`config.mk`:
```
export PLATFORM = sky130hd
export DESIGN_NAME = period_serial_receiver_flat
export DESIGN_NICKNAME = d
export VERILOG_FILES = /design/src/rtl/fastreadout_link_pkg.sv /design/src/rtl/period_serial_receiver_if.sv /design/src/rtl/period_word_unloader.sv /design/src/rtl/period_serial_receiver.sv /design/src/flat_wrapper.sv
export SDC_FILE = /design/constraint.sdc
export NUM_CORES = 1
export LEC_CHECK = 0
export ABC_AREA = 1
export BUFFER_PORTS_ARGS = -buffer_cell sky130_fd_sc_hd__buf_2
export CORE_MARGIN = 2
export CORE_UTILIZATION = 45
export CTS_CLUSTER_DIAMETER = 40
export DETAILED_ROUTE_END_ITERATION = 8
export GPL_TIMING_DRIVEN = 0
export SLEW_MARGIN = 0
export SYNTH_ARGS = -nofsm -noshare
export SYNTH_HDL_FRONTEND = slang
export SYNTH_SLANG_ARGS = --single-unit
```
`constraint.sdc`:
```
create_clock -name CLK -period 2.8 [get_ports CLK]
set_input_delay 0.7 -clock CLK [delete_from_list [all_inputs] [get_ports CLK]]
set_output_delay 0.7 -clock CLK [all_outputs]
set_load 0.05 [all_outputs]
```
`src/rtl/fastreadout_link_pkg.sv`:
```
// Shared definitions for the fast-readout period link: word size, lane
// geometry, line levels that frame a transfer, and the receiver state set.
// The transmitter side imports the same package so the frame format has a
// single definition.
package fastreadout_link_pkg;

  // One pixel period word and the number of words carried per frame.
  localparam int LINK_COUNTER_BITS    = 16;
  localparam int LINK_PIXELS_PER_LANE = 8;

  // Number of column lanes (and of row lanes) leaving the chip.
  localparam int LINK_NUM_LANES       = 8;

  // Line levels: idle low, start high, stop low.
  localparam logic LINK_IDLE_LEVEL = 1'b0;
  localparam logic LINK_START_BIT  = 1'b1;
  localparam logic LINK_STOP_BIT   = 1'b0;

  // Receiver framing states.
  typedef enum logic [1:0] {
    IDLE   = 2'd0,
    DATA   = 2'd1,
    STOP   = 2'd2,
    RESYNC = 2'd3
  } rx_state_e;

endpackage

```
`src/rtl/period_serial_receiver_if.sv`:
```
// Valid/ready word channel carrying reconstructed pixel periods out of the
// lane receiver. The master drives words; the slave applies backpressure.
interface period_serial_receiver_if
  import fastreadout_link_pkg::*;
#(
  parameter int COUNTER_BITS = LINK_COUNTER_BITS,
  parameter int IDX_BITS     = $clog2(LINK_PIXELS_PER_LANE)
) ();

  logic                    pixel_valid;
  logic                    pixel_ready;
  logic [IDX_BITS-1:0]     pixel_index;
  logic [COUNTER_BITS-1:0] pixel_period;

  modport master (
    output pixel_valid,
    output pixel_index,
    output pixel_period,
    input  pixel_ready
  );

  modport slave (
    input  pixel_valid,
    input  pixel_index,
    input  pixel_period,
    output pixel_ready
  );

endinterface

```
`src/rtl/period_word_unloader.sv`:
```
// Single-frame buffer for one lane. A received frame is captured whole, then
// presented one pixel word at a time on the valid/ready channel, pixel 0
// first. The buffer reports itself full until the last word is accepted, so
// a frame completing in that same cycle is still refused.
module period_word_unloader
  import fastreadout_link_pkg::*;
#(
  parameter int  COUNTER_BITS    = LINK_COUNTER_BITS,
  parameter int  PIXELS_PER_LANE = LINK_PIXELS_PER_LANE,
  localparam int FRAME_BITS      = COUNTER_BITS * PIXELS_PER_LANE,
  localparam int IDX_BITS        = $clog2(PIXELS_PER_LANE)
) (
  input  logic                  CLK,
  input  logic                  RST_N,
  input  logic                  i_load,
  input  logic [FRAME_BITS-1:0] i_frame,
  output logic                  o_full,
  output logic                  o_frame_done,
  period_serial_receiver_if.master pix
);

  localparam logic [IDX_BITS-1:0] LAST_IDX = IDX_BITS'(PIXELS_PER_LANE - 1);

  logic [COUNTER_BITS-1:0] r_words [PIXELS_PER_LANE];
  logic                    r_full;
  logic [IDX_BITS-1:0]     r_index;

  logic w_take;
  logic w_hs;
  logic w_last;

  // A load is only honoured into an empty buffer; a full buffer is never
  // overwritten even if a load request slips through.
  assign w_take = i_load & ~r_full;
  assign w_hs   = r_full & pix.pixel_ready;
  assign w_last = (r_index == LAST_IDX);

  // Capture the whole frame, split into pixel words, when the buffer is free.
  always_ff @(posedge CLK or negedge RST_N) begin
    if (!RST_N) begin
      for (int i = 0; i < PIXELS_PER_LANE; i++) begin
        r_words[i] <= '0;
      end
    end else if (w_take) begin
      for (int i = 0; i < PIXELS_PER_LANE; i++) begin
        r_words[i] <= i_frame[i*COUNTER_BITS +: COUNTER_BITS];
      end
    end
  end

  // Track buffer occupancy and step the output index on every handshake;
  // the last handshake empties the buffer and rewinds the index.
  always_ff @(posedge CLK or negedge RST_N) begin
    if (!RST_N) begin
      r_full  <= 1'b0;
      r_index <= '0;
    end else if (w_take) begin
      r_full  <= 1'b1;
      r_index <= '0;
    end else if (w_hs) begin
      if (w_last) begin
        r_full  <= 1'b0;
        r_index <= '0;
      end else begin
        r_index <= r_index + 1'b1;
      end
    end
  end

  assign pix.pixel_valid  = r_full;
  assign pix.pixel_index  = r_index;
  assign pix.pixel_period = r_words[r_index];

  assign o_full       = r_full;
  assign o_frame_done = w_hs & w_last;

endmodule

```
`src/rtl/period_serial_receiver.sv`:
```
// Receive end of one period readout lane. Frames a serial stream
// (start bit, FRAME_BITS payload bits MSB-first, stop bit) into a shift
// register and hands good frames to the word unloader. Reception never waits
// on the output side; a good frame that finds the buffer busy is dropped and
// flagged as an overrun.
module period_serial_receiver
  import fastreadout_link_pkg::*;
#(
  parameter int  COUNTER_BITS    = LINK_COUNTER_BITS,
  parameter int  PIXELS_PER_LANE = LINK_PIXELS_PER_LANE,
  localparam int FRAME_BITS      = COUNTER_BITS * PIXELS_PER_LANE,
  localparam int IDX_BITS        = $clog2(PIXELS_PER_LANE)
) (
  input  logic       CLK,
  input  logic       RST_N,
  input  logic       data_in,
  period_serial_receiver_if.master pix,
  output logic       frame_done,
  output logic       frame_error,
  output logic       overrun,
  output logic [7:0] frame_count
);

  localparam int              CNT_W    = $clog2(FRAME_BITS);
  localparam logic [CNT_W-1:0] LAST_BIT = CNT_W'(FRAME_BITS - 1);

  rx_state_e             r_state;
  rx_state_e             w_state_nxt;
  logic [CNT_W-1:0]      r_bit_cnt;
  logic [FRAME_BITS-1:0] r_shift;

  logic       r_frame_error;
  logic       r_overrun;
  logic [7:0] r_frame_count;

  logic w_buf_full;
  logic w_load;
  logic w_drop;
  logic w_bad_stop;

  // Receiver state register.
  always_ff @(posedge CLK or negedge RST_N) begin
    if (!RST_N) begin
      r_state <= IDLE;
    end else begin
      r_state <= w_state_nxt;
    end
  end

  // Framing decisions. The stop-bit cycle decides between load, drop and
  // error; the buffer's registered full flag is used, so a drain finishing
  // in the same cycle does not make room for this frame. After a bad stop
  // the line must return low before a new start bit is honoured.
  always_comb begin
    w_state_nxt = r_state;
    w_load      = 1'b0;
    w_drop      = 1'b0;
    w_bad_stop  = 1'b0;
    case (r_state)
      IDLE: begin
        if (data_in == LINK_START_BIT) begin
          w_state_nxt = DATA;
        end
      end
      DATA: begin
        if (r_bit_cnt == LAST_BIT) begin
          w_state_nxt = STOP;
        end
      end
      STOP: begin
        if (data_in == LINK_STOP_BIT) begin
          w_state_nxt = IDLE;
          if (w_buf_full) begin
            w_drop = 1'b1;
          end else begin
            w_load = 1'b1;
          end
        end else begin
          w_bad_stop  = 1'b1;
          w_state_nxt = RESYNC;
        end
      end
      RESYNC: begin
        if (data_in == LINK_IDLE_LEVEL) begin
          w_state_nxt = IDLE;
        end
      end
      default: begin
        w_state_nxt = IDLE;
      end
    endcase
  end

  // Payload shifter and bit counter; the first payload bit ends up in the MSB.
  always_ff @(posedge CLK or negedge RST_N) begin
    if (!RST_N) begin
      r_bit_cnt <= '0;
      r_shift   <= '0;
    end else if (r_state == IDLE) begin
      r_bit_cnt <= '0;
    end else if (r_state == DATA) begin
      r_shift   <= {r_shift[FRAME_BITS-2:0], data_in};
      r_bit_cnt <= r_bit_cnt + 1'b1;
    end
  end

  // Status pulses follow the stop-bit cycle by one clock; good frames that
  // reach the buffer are counted, wrapping at 8 bits.
  always_ff @(posedge CLK or negedge RST_N) begin
    if (!RST_N) begin
      r_frame_error <= 1'b0;
      r_overrun     <= 1'b0;
      r_frame_count <= '0;
    end else begin
      r_frame_error <= w_bad_stop;
      r_overrun     <= w_drop;
      if (w_load) begin
        r_frame_count <= r_frame_count + 8'd1;
      end
    end
  end

  period_word_unloader #(
    .COUNTER_BITS    (COUNTER_BITS),
    .PIXELS_PER_LANE (PIXELS_PER_LANE)
  ) u_unloader (
    .CLK          (CLK),
    .RST_N        (RST_N),
    .i_load       (w_load),
    .i_frame      (r_shift),
    .o_full       (w_buf_full),
    .o_frame_done (frame_done),
    .pix          (pix)
  );

  assign frame_error = r_frame_error;
  assign overrun     = r_overrun;
  assign frame_count = r_frame_count;

endmodule
```
`src/flat_wrapper.sv`:
```
// flat-port wrapper written by rule: the top's interface ports become plain ports
module period_serial_receiver_flat import fastreadout_link_pkg::*;
#(
  parameter int  COUNTER_BITS    = LINK_COUNTER_BITS,
  parameter int  PIXELS_PER_LANE = LINK_PIXELS_PER_LANE,
  localparam int FRAME_BITS      = COUNTER_BITS * PIXELS_PER_LANE,
  localparam int IDX_BITS        = $clog2(PIXELS_PER_LANE)
)
  (CLK, RST_N, data_in, frame_done, frame_error, overrun, frame_count, pix_pixel_valid, pix_pixel_index, pix_pixel_period, pix_pixel_ready);
  period_serial_receiver_if #(.COUNTER_BITS(COUNTER_BITS)) pix_i ();
  input  logic CLK;
  input  logic RST_N;
  input  logic data_in;
  output logic frame_done;
  output logic frame_error;
  output logic overrun;
  output logic [7:0] frame_count;
  output wire logic [$bits(pix_i.pixel_valid)-1:0] pix_pixel_valid;
  output wire logic [$bits(pix_i.pixel_index)-1:0] pix_pixel_index;
  output wire logic [$bits(pix_i.pixel_period)-1:0] pix_pixel_period;
  input wire logic [$bits(pix_i.pixel_ready)-1:0] pix_pixel_ready;
  assign pix_pixel_valid = pix_i.pixel_valid;
  assign pix_pixel_index = pix_i.pixel_index;
  assign pix_pixel_period = pix_i.pixel_period;
  assign pix_i.pixel_ready = pix_pixel_ready;
  period_serial_receiver #(.COUNTER_BITS(COUNTER_BITS), .PIXELS_PER_LANE(PIXELS_PER_LANE)) u_core (.CLK(CLK), .RST_N(RST_N), .data_in(data_in), .pix(pix_i), .frame_done(frame_done), .frame_error(frame_error), .overrun(overrun), .frame_count(frame_count));
endmodule
```
==> report_table.html, run 1 <==
<table>
<tr><th>Metric</th><th>Value</th></tr>
<tr><th colspan="2">Floorplan</th></tr>
<tr><td>Floorplan die width</td><td>170 um</td></tr>
<tr><td>Site row count</td><td>60</td></tr>
<tr><td>Top-level port count</td><td>35</td></tr>
<tr><td>Die outline height</td><td>170 um</td></tr>
<tr><td>Die Outline Area</td><td>28900 um2</td></tr>
<tr><td>Core Footprint</td><td>27000 um2</td></tr>
<tr><td>Initial standard-cell utilization of the core</td><td>45.9%</td></tr>
<tr><th colspan="2">CTS</th></tr>
<tr><td>Largest buffer count on any clock path</td><td>3</td></tr>
<tr><td>Cell chosen for the clock root</td><td>clkbuf_16</td></tr>
<tr><td>Post-cts hold buffer count</td><td>0</td></tr>
<tr><td>Number of H-tree levels</td><td>2</td></tr>
<tr><td>Clock latency of the later-clocked register in the worst-skew pair</td><td>530 ps</td></tr>
<tr><td>Sinks on Clock Net</td><td>279</td></tr>
<tr><td>Worst-path clk slew</td><td>50 ps</td></tr>
<tr><td>Clock tree from TritonCTS</td><td>done</td></tr>
<tr><td>CTS Buf Count</td><td>41</td></tr>
<tr><th colspan="2">Global route</th></tr>
<tr><td>Pin count of the biggest net entering global routing</td><td>107</td></tr>
<tr><td>All-Layer GR Usage</td><td>22.2%</td></tr>
<tr><td>Congestion Overflow GR</td><td>0</td></tr>
<tr><td>Antenna violations before repair</td><td>0</td></tr>
<tr><td>Number of global-route vias before repair</td><td>9339</td></tr>
<tr><td>Wire length of the first global-routing pass</td><td>49800 um</td></tr>
<tr><th colspan="2">Worst setup path</th></tr>
<tr><td>CP top delay family</td><td>buffers and inverters</td></tr>
<tr><td>Peak per-stage delay on the critical path</td><td>420 ps</td></tr>
<tr><td>Worst reg2reg setup slack</td><td>1260 ps</td></tr>
<tr><td>Critical setup path kind</td><td>reg -&gt; out</td></tr>
<tr><td>WP data required</td><td>2100 ps</td></tr>
<tr><td>Slowest-stage cell, CP</td><td>dfrtp_2</td></tr>
<tr><td>Element type at the critical path start</td><td>flop</td></tr>
<tr><td>Worst path arrival time</td><td>2080 ps</td></tr>
<tr><td>Crit-path max FO</td><td>10</td></tr>
<tr><td>Number of buffer and inverter stages on the critical path</td><td>5</td></tr>
<tr><td>CP Capture Type</td><td>output port</td></tr>
<tr><td>Most numerous cell on the critical path</td><td>buf_6</td></tr>
<tr><td>Cell breakdown of the critical path</td><td>buf_6 &gt; inv_2 &gt; buf_6 &gt; buf_12 &gt; o21ai_2 &gt; nand2_2 &gt; nand2_2 &gt; nand2_1 &gt; buf_6</td></tr>
<tr><th colspan="2">Pwr</th></tr>
<tr><td>Portion of total power attributed to combinational logic</td><td>31.2%</td></tr>
<tr><td>Worst vdd rail ir drop</td><td>0.826 mV</td></tr>
<tr><td>Sequential cell fraction of total power</td><td>32.3%</td></tr>
<tr><td>Psw</td><td>5.18 mW</td></tr>
<tr><td>Leakage component of the power</td><td>7.00 nW</td></tr>
<tr><td>Clock network fraction of design power</td><td>36.5%</td></tr>
<tr><td>Final total power</td><td>14.3 mW</td></tr>
<tr><td>Internal portion of total power</td><td>9.14 mW</td></tr>
<tr><td>Areal power density over the cells</td><td>961 nW/um2</td></tr>
<tr><td>Switching power as a share of total power</td><td>36.2%</td></tr>
<tr><th colspan="2">Yosys</th></tr>
<tr><td>Number of nets in the synthesized netlist</td><td>1385</td></tr>
<tr><td>Flip-flop and latch count after synthesis</td><td>279</td></tr>
<tr><td>Yosys top cell by area</td><td>dfrtp_1</td></tr>
<tr><td>Top-area cell type share of the netlist area</td><td>56.3%</td></tr>
<tr><td>Area of the mapped netlist</td><td>12400 um2</td></tr>
<tr><td>Share of synthesized area occupied by flip-flops and latches</td><td>56.3%</td></tr>
<tr><td>Per-instance average area after synthesis</td><td>9.01 um2</td></tr>
<tr><td>Most area-consuming cells after synthesis</td><td>dfrtp_1 56%, nand2_1 12%, o21ai_2 7.8%</td></tr>
<tr><td>Count of synthesis-stage warnings from yosys</td><td>0</td></tr>
<tr><td>Post-synthesis instance total</td><td>1377</td></tr>
<tr><td>Count of distinct cell types in the synthesized netlist</td><td>31</td></tr>
<tr><th colspan="2">Finish</th></tr>
<tr><td>Non-Filler Instances</td><td>1833</td></tr>
<tr><td>Fraction of layout instances using a drive strength above 1</td><td>24.4%</td></tr>
<tr><td>Final Cell Area</td><td>14900 um2</td></tr>
<tr><td>Total Nets Final</td><td>1468</td></tr>
<tr><td>Number of inserted diodes</td><td>0</td></tr>
<tr><td>Most common cell after layout, fill and taps aside</td><td>nand2_1</td></tr>
<tr><td>Most frequent cells in the layout</td><td>370 x nand2_1, 277 x dfrtp_1, 162 x inv_1, 154 x o21ai_0, 124 x o21ai_2</td></tr>
<tr><td>Final-layout fill cell count</td><td>2462</td></tr>
<tr><td>Area Overhead vs Synth</td><td>20.0%</td></tr>
<tr><th colspan="2">Route</th></tr>
<tr><td>Routed wirelength normalized by instance count</td><td>16.7 um</td></tr>
<tr><td>Count of routing violations after the opening detailed-route iteration</td><td>661</td></tr>
<tr><td>Drt total wl</td><td>30600 um</td></tr>
<tr><td>Antenna Violating Nets Remaining</td><td>0</td></tr>
<tr><td>DRC violation count after routing</td><td>0</td></tr>
<tr><td>Overall via count from detail_route</td><td>9103</td></tr>
<tr><td>Vias per std cell</td><td>4.97</td></tr>
<tr><td>First-pass detailed-route iteration total</td><td>5</td></tr>
<tr><th colspan="2">Timing</th></tr>
<tr><td>Total of endpoints with negative setup slack in the final report</td><td>0</td></tr>
<tr><td>Slew at the pin closest to its max-slew limit</td><td>664 ps</td></tr>
<tr><td>Worst-case hold slack</td><td>160 ps</td></tr>
<tr><td>Max-slew violation count</td><td>0</td></tr>
<tr><td>Hold Violations, Final</td><td>0</td></tr>
<tr><td>Setup repair after global routing missed its margin</td><td>yes</td></tr>
<tr><td>Max-Slew Margin vs Limit</td><td>55.7%</td></tr>
<tr><td>Final clock period utilization by the worst path</td><td>99.1%</td></tr>
<tr><td>Min Tclk post-route</td><td>2780 ps</td></tr>
<tr><td>Setup skew after layout</td><td>8.52 ps</td></tr>
<tr><td>Highest clock rate</td><td>360 MHz</td></tr>
<tr><td>Summed negative setup slack over all endpoints</td><td>0 ps</td></tr>
<tr><th colspan="2">Placed design</th></tr>
<tr><td>HPWL Detailed</td><td>21200 um</td></tr>
<tr><td>Quantity of I/O buffers inserted on ports</td><td>34</td></tr>
<tr><td>Instance count after placement with tap cells included</td><td>1754</td></tr>
<tr><td>Routability Congestion</td><td>0.842</td></tr>
<tr><td>Placed cell area</td><td>13100 um2</td></tr>
<tr><th colspan="2">Outcome</th></tr>
<tr><td>Outcome</td><td>finished clean</td></tr>
<tr><th colspan="2">Run</th></tr>
<tr><td>Maximum capacitance violations</td><td>0</td></tr>
<tr><th colspan="2">Worst hold path</th></tr>
<tr><td>Worst hold path type</td><td>in -&gt; async</td></tr>
</table>
## timing repair
item | in CTS | in global routing
buffers inserted | 2 | 1
gates resized for setup | 50 | 108
cloned | 0 | 1
endpoints found under the setup margin | 17 | 16
pin swaps | 0 | 11
## cell families (layout without fill, tap and decap cells)
kind of cell	after synthesis	count (layout)	share of synthesized area [%]
buf+inv	247	362	9.81
flops	279	279	56.3
xor+xnor	7	7	0.555
simple gates	512	512	16.0
compound gates	328	328	17.0
fa+ha+maj	4	4	0.403
## power groups by stage
| stage | Sequential, mW | Clock, mW | Combinational, mW |
|---|---|---|---|
| after detailed placement | 4.67 | 0 | 3.75 |
| after CTS | 4.61 | 5.32 | 4.00 |
| final | 4.62 | 5.23 | 4.47 |
| after global routing | 4.66 | 5.52 | 4.84 |
| after global placement | 4.67 | 0 | 3.72 |
| after floorplan | 4.71 | 0 | 2.52 |
## Yosys cell counts
cell / n
nor2_8: 1
xnor2_1: 1
nand2_1: 388
dfrtp_1: 279
inv_2: 4
nand2_2: 1
clkinv_1: 1
o21ai_0: 176
buf_2: 34
o22ai_1: 1
inv_1: 162
a22o_1: 1
o21ai_1: 21
o211ai_1: 18
nand2_4: 1
nor2_1: 110
buf_1: 1
o21ai_2: 110
buf_6: 31
nor2_4: 2
nand3b_1: 2
o21a_1: 1
nor3b_1: 1
buf_4: 4
nor3_1: 1
xor2_1: 5
nor2_2: 1
ha_1: 4
xor2_2: 1
clkbuf_1: 10
nand3_1: 4
## path summary, 6_finish.rpt
path / startpoint / to / cells after the start
min reg2reg: u_core.u_unloader.r_words[44] / u_core.u_unloader.r_words[44] / 2
max in group asynchronous: RST_N / u_core.r_shift[85] / 3
max: u_core.u_unloader.pix.pixel_index[0] / pix_pixel_period[9] / 9
max reg2reg: u_core.r_state[1] / u_core.r_shift[87] / 6
min: RST_N / u_core.r_shift[12] / 1
min in group CLK: data_in / u_core.overrun / 2
## state kept, by name (all words and copies together), names as in the netlist
| register | count |
|---|---|
| u_core.frame_count | 8 |
| u_core.frame_error | 1 |
| u_core.overrun | 1 |
| u_core.r_bit_cnt | 7 |
| u_core.r_shift | 128 |
| u_core.r_state | 2 |
| u_core.u_unloader.o_full | 1 |
| u_core.u_unloader.pix.pixel_index | 3 |
| u_core.u_unloader.r_words | 128 |
## stage by stage
| step | util (%) | setup slack (ps) |
|---|---|---|
| detailed placement | 48.4 | 171 |
| CTS | 54.0 | -28.5 |
| floorplan | - | 303 |
| global route | 55.1 | -27.0 |
| finish | 55.1 | 23.9 |
| global placement | 48.1 | -4260 |
## area by class of cell
class	count	area [um2]	area share [%]
repair buffers	40	364	2.44
flip-flops and latches	279	6980	46.9
well taps	341	427	2.87
multi-input cells	851	4420	29.7
clock inverters	22	251	1.69
clock buffers	53	1160	7.81
plain buffers	80	656	4.40
inverters	167	631	4.23
## per-layer routing
layer  GRT usage (%)  vias to the layer above  part of all wire, %
li1                -                     4499                    -
met1            32.5                     4398                   49
met2            34.3                      152                   45
met3            3.05                       54                  3.7
met4            7.36                        0                  2.6
met5               0                        -                    0
Power figures use the tool's default switching activity.
==> run 2: changes to the inputs <==
==> constraint.sdc (replaced) <==
create_clock -name CLK -period 2.8 [get_ports CLK]
set_input_delay 0.14 -clock CLK [delete_from_list [all_inputs] [get_ports CLK]]
set_output_delay 0.14 -clock CLK [all_outputs]
set_load 0.05 [all_outputs]
==> report_table.html, run 2 (synthesis results as in run 1) <==
<table>
<tr><th>Metric</th><th>Value</th></tr>
<tr><th colspan="2">Finish</th></tr>
<tr><td>Final-layout fill cell count</td><td>2503 (+1.7%)</td></tr>
<tr><td>Most frequent cells in the layout</td><td>388 x nand2_1, 279 x dfrtp_1, 176 x o21ai_0, 162 x inv_1</td></tr>
<tr><td>Number of inserted diodes</td><td>0 (unchanged)</td></tr>
<tr><td>Non-Filler Instances</td><td>1831 (-0.11%)</td></tr>
<tr><td>Total Nets Final</td><td>1466 (-0.14%)</td></tr>
<tr><td>Utilization of the core after routing</td><td>53.7% (-1.4 points)</td></tr>
<tr><td>Most common cell after layout, fill and taps aside</td><td>nand2_1</td></tr>
<tr><td>Fraction of layout instances using a drive strength above 1</td><td>19.9% (-4.5 points)</td></tr>
<tr><td>Area Overhead vs Synth</td><td>16.9%</td></tr>
<tr><th colspan="2">Worst setup path</th></tr>
<tr><td>Element type at the critical path start</td><td>flop</td></tr>
<tr><td>Most numerous cell on the critical path</td><td>nand2_1</td></tr>
<tr><td>Peak per-stage delay on the critical path</td><td>420 ps (about the same)</td></tr>
<tr><td>Crit-path max FO</td><td>10 (unchanged)</td></tr>
<tr><td>CP Capture Type</td><td>output port</td></tr>
<tr><td>R2R cell count</td><td>6 (unchanged)</td></tr>
<tr><td>CP top delay family</td><td>buffers and inverters</td></tr>
<tr><td>Slowest-stage cell, CP</td><td>dfrtp_1</td></tr>
<tr><td>Number of buffer and inverter stages on the critical path</td><td>4 (-1)</td></tr>
<tr><td>Cell breakdown of the critical path</td><td>buf_4 &gt; inv_2 &gt; clkbuf_1 &gt; o21ai_0 &gt; nand2_1 &gt; nand2_1 &gt; nand2_1 &gt; buf_2</td></tr>
<tr><td>Cell count along the critical path</td><td>8 (-1)</td></tr>
<tr><td>Worst path arrival time</td><td>2500 ps (+420 ps)</td></tr>
<tr><td>Critical setup path kind</td><td>reg -&gt; out</td></tr>
<tr><td>WP data required</td><td>2660 ps (+560 ps)</td></tr>
<tr><th colspan="2">Timing</th></tr>
<tr><td>Max-Slew Margin vs Limit</td><td>56.4% (+0.63 points)</td></tr>
<tr><td>Highest clock rate</td><td>379 MHz (+5.3%)</td></tr>
<tr><td>Max-slew violation count</td><td>0 (unchanged)</td></tr>
<tr><td>Min Tclk post-route</td><td>2640 ps (-139 ps)</td></tr>
<tr><td>Setup repair after global routing missed its margin</td><td>no</td></tr>
<tr><td>Final clock period utilization by the worst path</td><td>94.2% (-5.0 points)</td></tr>
<tr><td>Hold Violations, Final</td><td>0 (unchanged)</td></tr>
<tr><td>Setup skew after layout</td><td>8.43 ps (-0.0926 ps)</td></tr>
<tr><td>Total of endpoints with negative setup slack in the final report</td><td>0 (unchanged)</td></tr>
<tr><td>Slew at the pin closest to its max-slew limit</td><td>654 ps (-9.47 ps)</td></tr>
<tr><th colspan="2">Floorplan</th></tr>
<tr><td>Initial standard-cell utilization of the core</td><td>45.9% (unchanged)</td></tr>
<tr><td>Top-level port count</td><td>35 (unchanged)</td></tr>
<tr><td>Floorplan die width</td><td>170 um (unchanged)</td></tr>
<tr><td>Die outline height</td><td>170 um (unchanged)</td></tr>
<tr><td>Die Outline Area</td><td>28900 um2 (unchanged)</td></tr>
<tr><td>Core Footprint</td><td>27000 um2 (unchanged)</td></tr>
<tr><td>Site row count</td><td>60 (unchanged)</td></tr>
<tr><th colspan="2">Route</th></tr>
<tr><td>Vias per std cell</td><td>4.95 (-0.37%)</td></tr>
<tr><td>Count of routing violations after the opening detailed-route iteration</td><td>738 (+12%)</td></tr>
<tr><td>Routed wirelength normalized by instance count</td><td>16.5 um (-0.76%)</td></tr>
<tr><td>First-pass detailed-route iteration total</td><td>7 (+2)</td></tr>
<tr><td>Antenna Violating Nets Remaining</td><td>0 (unchanged)</td></tr>
<tr><td>DRC violation count after routing</td><td>0 (unchanged)</td></tr>
<tr><td>Drt total wl</td><td>30300 um (-0.87%)</td></tr>
<tr><td>Overall via count from detail_route</td><td>9059 (-0.48%)</td></tr>
<tr><th colspan="2">Placed design</th></tr>
<tr><td>Routability Congestion</td><td>0.842 (unchanged)</td></tr>
<tr><td>Quantity of I/O buffers inserted on ports</td><td>34 (unchanged)</td></tr>
<tr><td>HPWL Detailed</td><td>21200 um (unchanged)</td></tr>
<tr><td>Instance count after placement with tap cells included</td><td>1754 (unchanged)</td></tr>
<tr><th colspan="2">CTS</th></tr>
<tr><td>Largest buffer count on any clock path</td><td>3 (unchanged)</td></tr>
<tr><td>Number of H-tree levels</td><td>2 (unchanged)</td></tr>
<tr><td>Cell chosen for the clock root</td><td>clkbuf_16</td></tr>
<tr><td>Clock tree from TritonCTS</td><td>done</td></tr>
<tr><td>CTS Buf Count</td><td>41 (unchanged)</td></tr>
<tr><td>Number of setup buffers added after CTS</td><td>0 (-2)</td></tr>
<tr><td>Clock latency of the later-clocked register in the worst-skew pair</td><td>520 ps (about the same)</td></tr>
<tr><td>Sinks on Clock Net</td><td>279 (unchanged)</td></tr>
<tr><td>Worst-path clk slew</td><td>50 ps (about the same)</td></tr>
<tr><td>Post-cts hold buffer count</td><td>2 (+2)</td></tr>
<tr><td>Number of resized instances in the post-cts repair step</td><td>0 (-100%)</td></tr>
<tr><th colspan="2">Pwr</th></tr>
<tr><td>Worst vdd rail ir drop</td><td>0.798 mV (-3.4%)</td></tr>
<tr><td>Switching power as a share of total power</td><td>36.2% (+0.038 points)</td></tr>
<tr><td>Areal power density over the cells</td><td>937 nW/um2 (-2.5%)</td></tr>
<tr><td>Clock network fraction of design power</td><td>38.4% (+1.9 points)</td></tr>
<tr><td>Psw</td><td>4.92 mW (-4.9%)</td></tr>
<tr><td>Portion of total power attributed to combinational logic</td><td>27.6% (-3.6 points)</td></tr>
<tr><td>Internal portion of total power</td><td>8.67 mW (-5.1%)</td></tr>
<tr><td>Leakage component of the power</td><td>6.91 nW (-1.3%)</td></tr>
<tr><td>Sequential cell fraction of total power</td><td>34.0% (+1.7 points)</td></tr>
<tr><th colspan="2">Global route</th></tr>
<tr><td>Antenna violations before repair</td><td>0 (unchanged)</td></tr>
<tr><td>Pin count of the biggest net entering global routing</td><td>107 (unchanged)</td></tr>
<tr><td>Congestion Overflow GR</td><td>0 (unchanged)</td></tr>
<tr><td>Number of global-route vias before repair</td><td>9333 (-0.064%)</td></tr>
<tr><td>Wire length of the first global-routing pass</td><td>49800 um (about the same)</td></tr>
<tr><td>All-Layer GR Usage</td><td>22.2% (unchanged)</td></tr>
<tr><th colspan="2">Outcome</th></tr>
<tr><td>Outcome</td><td>finished clean</td></tr>
<tr><th colspan="2">Worst hold path</th></tr>
<tr><td>WHS Path Cells</td><td>4</td></tr>
<tr><td>Worst hold path type</td><td>in -&gt; reg</td></tr>
<tr><th colspan="2">Run</th></tr>
<tr><td>Maximum capacitance violations</td><td>0 (unchanged)</td></tr>
</table>
run 2: cell count changes in the layout (fill, tap and decap cells not counted), sizes merged:
cell | previous run | this run
buf | 109 | 106
dlygate4sd3 | 0 | 2
clkbuf | 64 | 63
clkinv | 10 | 11
clkinvlp | 4 | 3
run 2: final timing paths:
path                                                      start                                    to  slack (ps)
max                        u_core.u_unloader.pix.pixel_index[0]                  pix_pixel_period[12]         160
min                                             pix_pixel_ready  u_core.u_unloader.pix.pixel_index[2]         100
max reg2reg                                   u_core.r_state[1]                    u_core.r_shift[98]        1230
min reg2reg                       u_core.u_unloader.r_words[44]         u_core.u_unloader.r_words[44]         480
max in group asynchronous                                 RST_N         u_core.u_unloader.r_words[60]        1200
min in group asynchronous                                 RST_N                    u_core.r_shift[12]         200
run 2: through the flow:
step                setup WS (ps)  total power, mW  area (um2)  hold WS, ps  TNS (ps)
floorplan                     697             7.24       12400         -156         0
global placement            -3700             8.39       13000          348  -1023360
detailed placement            731             8.42       13100          186         0
CTS                           173             13.7       14500         80.0         0
global route                 8.93             14.3       14500          126         0
finish                        163             13.6       14500         99.7         0
run 2: area by class of cell:
cell class	count	area, um2	share of cell area (%)
Sequential cell	279	6980	48.1
Multi-Input combinational cell	851	4210	29.0
Clock buffer	53	1160	8.02
Inverter	167	627	4.32
Buffer	80	591	4.07
Tap cell	341	427	2.94
Timing Repair Buffer	38	255	1.76
Clock inverter	22	251	1.73
run 2: power groups by stage:
| stage | combinational (mW) | sequential (mW) | clock [mW] |
|---|---|---|---|
| final | 3.75 | 4.62 | 5.23 |
| after global routing | 4.13 | 4.66 | 5.52 |
| after CTS | 3.77 | 4.61 | 5.32 |
| after detailed placement | 3.75 | 4.67 | 0 |
| after global placement | 3.72 | 4.67 | 0 |
| after floorplan | 2.52 | 4.71 | 0 |
run 2: per-layer routing:
layer | up-vias | global-route usage, % | wire length (um)
met5 | - | 0 | 0
met4 | 0 | 7.43 | 875
met3 | 55 | 3.12 | 1060
met2 | 155 | 34.3 | 13500
met1 | 4362 | 32.4 | 14900
li1 | 4487 | - | -
run 2: worst min-delay path: cells and delay by family:
kind | cells | cell delay (ps)
compound gates | 1 | 110
simple gates | 1 | 170
buf+inv | 2 | 160
==> run 3: changes to the inputs <==
- clock period: 2.8 -> 2.5 ns (I/O delays scaled with it)
==> report_table.html, run 3 (synthesis results as in run 1) <==
<table>
<tr><th>Metric</th><th>Value</th></tr>
<tr><th colspan="2">Outcome</th></tr>
<tr><td>Outcome</td><td>finished clean</td></tr>
<tr><th colspan="2">Timing</th></tr>
<tr><td>Slew at the pin closest to its max-slew limit</td><td>660 ps (+5.59 ps)</td></tr>
<tr><td>Final clock period utilization by the worst path</td><td>95.0%</td></tr>
<tr><td>Min Tclk post-route</td><td>2380 ps</td></tr>
<tr><td>Highest clock rate</td><td>421 MHz</td></tr>
<tr><td>Setup skew after layout</td><td>8.92 ps (+0.495 ps)</td></tr>
<tr><td>Max-Slew Margin vs Limit</td><td>56.0% (-0.37 points)</td></tr>
<tr><td>Summed negative setup slack over all endpoints</td><td>0 ps (unchanged)</td></tr>
<tr><td>Hold Violations, Final</td><td>0 (unchanged)</td></tr>
<tr><td>Total of endpoints with negative setup slack in the final report</td><td>0 (unchanged)</td></tr>
<tr><td>Setup repair after global routing missed its margin</td><td>no</td></tr>
<tr><td>Max-slew violation count</td><td>0 (unchanged)</td></tr>
<tr><td>Worst-case hold slack</td><td>86.7 ps (-12.9 ps)</td></tr>
<tr><th colspan="2">CTS</th></tr>
<tr><td>Clock latency of the later-clocked register in the worst-skew pair</td><td>530 ps (about the same)</td></tr>
<tr><td>Largest buffer count on any clock path</td><td>3 (unchanged)</td></tr>
<tr><td>Clock tree from TritonCTS</td><td>done</td></tr>
<tr><td>Cell chosen for the clock root</td><td>clkbuf_16</td></tr>
<tr><td>CTS Buf Count</td><td>41 (unchanged)</td></tr>
<tr><td>Number of H-tree levels</td><td>2 (unchanged)</td></tr>
<tr><td>Worst-path clk slew</td><td>50 ps (about the same)</td></tr>
<tr><td>Number of setup buffers added after CTS</td><td>0 (unchanged)</td></tr>
<tr><td>Sinks on Clock Net</td><td>279 (unchanged)</td></tr>
<tr><th colspan="2">Finish</th></tr>
<tr><td>Most frequent cells in the layout</td><td>388 x nand2_1, 277 x dfrtp_1, 167 x o21ai_0, 162 x inv_1</td></tr>
<tr><td>Total Nets Final</td><td>1466 (unchanged)</td></tr>
<tr><td>Fraction of layout instances using a drive strength above 1</td><td>20.3% (+0.40 points)</td></tr>
<tr><td>Most common cell after layout, fill and taps aside</td><td>nand2_1</td></tr>
<tr><td>Area Overhead vs Synth</td><td>17.1%</td></tr>
<tr><td>Utilization of the core after routing</td><td>53.8% (+0.097 points)</td></tr>
<tr><td>Number of inserted diodes</td><td>0 (unchanged)</td></tr>
<tr><td>Final Cell Area</td><td>14500 um2 (+0.18%)</td></tr>
<tr><th colspan="2">Worst setup path</th></tr>
<tr><td>Cell breakdown of the critical path</td><td>buf_4 &gt; buf_2 &gt; o211ai_1 &gt; nand2_1 &gt; nand2_1 &gt; nand2_1 &gt; buf_2</td></tr>
<tr><td>Most numerous cell on the critical path</td><td>nand2_1</td></tr>
<tr><td>Number of buffer and inverter stages on the critical path</td><td>3 (-1)</td></tr>
<tr><td>Cell count along the critical path</td><td>7 (-1)</td></tr>
<tr><td>Worst path arrival time</td><td>2250 ps (-250 ps)</td></tr>
<tr><td>End point of the critical path</td><td>pix_pixel_period[15]</td></tr>
<tr><td>Reg-to-reg endpoint</td><td>u_core.r_shift[98]</td></tr>
<tr><td>WP data required</td><td>2380 ps (-280 ps)</td></tr>
<tr><td>Crit-path max FO</td><td>10 (unchanged)</td></tr>
<tr><td>CP Capture Type</td><td>output port</td></tr>
<tr><td>Worst flop-to-flop path startpoint</td><td>u_core.r_state[1]</td></tr>
<tr><td>Critical setup path kind</td><td>reg -&gt; out</td></tr>
<tr><td>CP top delay family</td><td>buffers and inverters</td></tr>
<tr><td>Startpoint of the most critical setup path</td><td>u_core.u_unloader.pix.pixel_index[1]</td></tr>
<tr><td>R2R cell count</td><td>6 (unchanged)</td></tr>
<tr><td>Worst reg2reg setup slack</td><td>960 ps (-270 ps)</td></tr>
<tr><td>Slowest-stage cell, CP</td><td>dfrtp_2</td></tr>
<tr><td>Element type at the critical path start</td><td>flop</td></tr>
<tr><td>Peak per-stage delay on the critical path</td><td>480 ps (+60 ps)</td></tr>
<tr><th colspan="2">Placed design</th></tr>
<tr><td>HPWL Detailed</td><td>21200 um (unchanged)</td></tr>
<tr><td>Placed cell area</td><td>13100 um2 (unchanged)</td></tr>
<tr><td>Routability Congestion</td><td>0.842 (unchanged)</td></tr>
<tr><td>Quantity of I/O buffers inserted on ports</td><td>34 (unchanged)</td></tr>
<tr><th colspan="2">Route</th></tr>
<tr><td>Vias per std cell</td><td>4.95 (about the same)</td></tr>
<tr><td>Drt total wl</td><td>30300 um (about the same)</td></tr>
<tr><td>Routed wirelength normalized by instance count</td><td>16.6 um (about the same)</td></tr>
<tr><td>Antenna Violating Nets Remaining</td><td>0 (unchanged)</td></tr>
<tr><td>DRC violation count after routing</td><td>0 (unchanged)</td></tr>
<tr><td>First-pass detailed-route iteration total</td><td>5 (-2)</td></tr>
<tr><td>Count of routing violations after the opening detailed-route iteration</td><td>730 (-1.1%)</td></tr>
<tr><td>Overall via count from detail_route</td><td>9057 (-0.022%)</td></tr>
<tr><th colspan="2">Floorplan</th></tr>
<tr><td>Site row count</td><td>60 (unchanged)</td></tr>
<tr><td>Top-level port count</td><td>35 (unchanged)</td></tr>
<tr><td>Floorplan die width</td><td>170 um (unchanged)</td></tr>
<tr><td>Initial standard-cell utilization of the core</td><td>45.9% (unchanged)</td></tr>
<tr><td>Core Footprint</td><td>27000 um2 (unchanged)</td></tr>
<tr><td>Die outline height</td><td>170 um (unchanged)</td></tr>
<tr><td>Die Outline Area</td><td>28900 um2 (unchanged)</td></tr>
<tr><th colspan="2">Global route</th></tr>
<tr><td>Wire length of the first global-routing pass</td><td>49800 um (about the same)</td></tr>
<tr><td>Congestion Overflow GR</td><td>0 (unchanged)</td></tr>
<tr><td>All-Layer GR Usage</td><td>22.2% (about the same)</td></tr>
<tr><td>Pin count of the biggest net entering global routing</td><td>107 (unchanged)</td></tr>
<tr><td>Number of global-route vias before repair</td><td>9332 (-0.011%)</td></tr>
<tr><td>Antenna violations before repair</td><td>0 (unchanged)</td></tr>
<tr><th colspan="2">Pwr</th></tr>
<tr><td>Areal power density over the cells</td><td>1050 nW/um2 (+12%)</td></tr>
<tr><td>Worst vdd rail ir drop</td><td>0.875 mV (+9.7%)</td></tr>
<tr><td>Leakage component of the power</td><td>6.92 nW (+0.19%)</td></tr>
<tr><th colspan="2">Worst hold path</th></tr>
<tr><td>WHS Path Cells</td><td>4 (unchanged)</td></tr>
<tr><td>Worst hold path type</td><td>in -&gt; reg</td></tr>
<tr><th colspan="2">Run</th></tr>
<tr><td>Maximum capacitance violations</td><td>0 (unchanged)</td></tr>
</table>
## run 3: what timing repair did
action                                  CTS  global route
hold buffers                              2             0
endpoints found under the setup margin    8            16
gates cloned                              0             0
pin swaps                                 0             0
hold endpoints to repair                 83             0
resized for setup                         4            21
## run 3: tightest hold or removal path: stages
cell,delay [ps]
buf_2,110
nand2_1,180
o211ai_1,110
inv_1,50
## run 3: metal layers
metal	up-vias	wire length [um]	global-route usage, %
li1	4485	-	-
met3	55	1260	3.12
met2	181	13400	34.3
met1	4336	14800	32.4
met4	0	853	7.43
met5	-	0	0
## run 3: how the worst min path moves through the flow
stage	startpoint	endpoint	slack [ps]
5_1_grt	pix_pixel_ready	u_core.u_unloader.pix.pixel_index[2]	110
4_1_cts	pix_pixel_ready	u_core.u_unloader.pix.pixel_index[2]	70
2_1_floorplan	RST_N	u_core.frame_count[0]	-170
3_3_place_gp	data_in	u_core.overrun	330
3_5_place_dp	RST_N	u_core.r_shift[12]	170
6_report	pix_pixel_ready	u_core.u_unloader.pix.pixel_index[2]	90
## run 3: cell type report
class	count	area, um2
timing repair buffer	38	263
fill	2502	12500
tap	341	427
clock inverter	22	251
clock buffer	53	1160
buffer	80	607
inverter	167	627
sequential	279	6980
multi-input combinational	851	4210
## run 3: through the flow
stage,power (mW),std cells,setup WS [ps]
finish,15.3,1831,125
global route,16.1,1831,47.1
CTS,15.4,1831,0.534
detailed placement,9.43,1754,446
global placement,9.39,1752,-3990
floorplan,8.10,1377,397
## run 3: power breakdown
| group | switching (mW) | internal, mW |
|---|---|---|
| Combinational | 3.13 | 1.13 |
| Sequential | 0.265 | 4.91 |
| Clock | 2.13 | 3.73 |
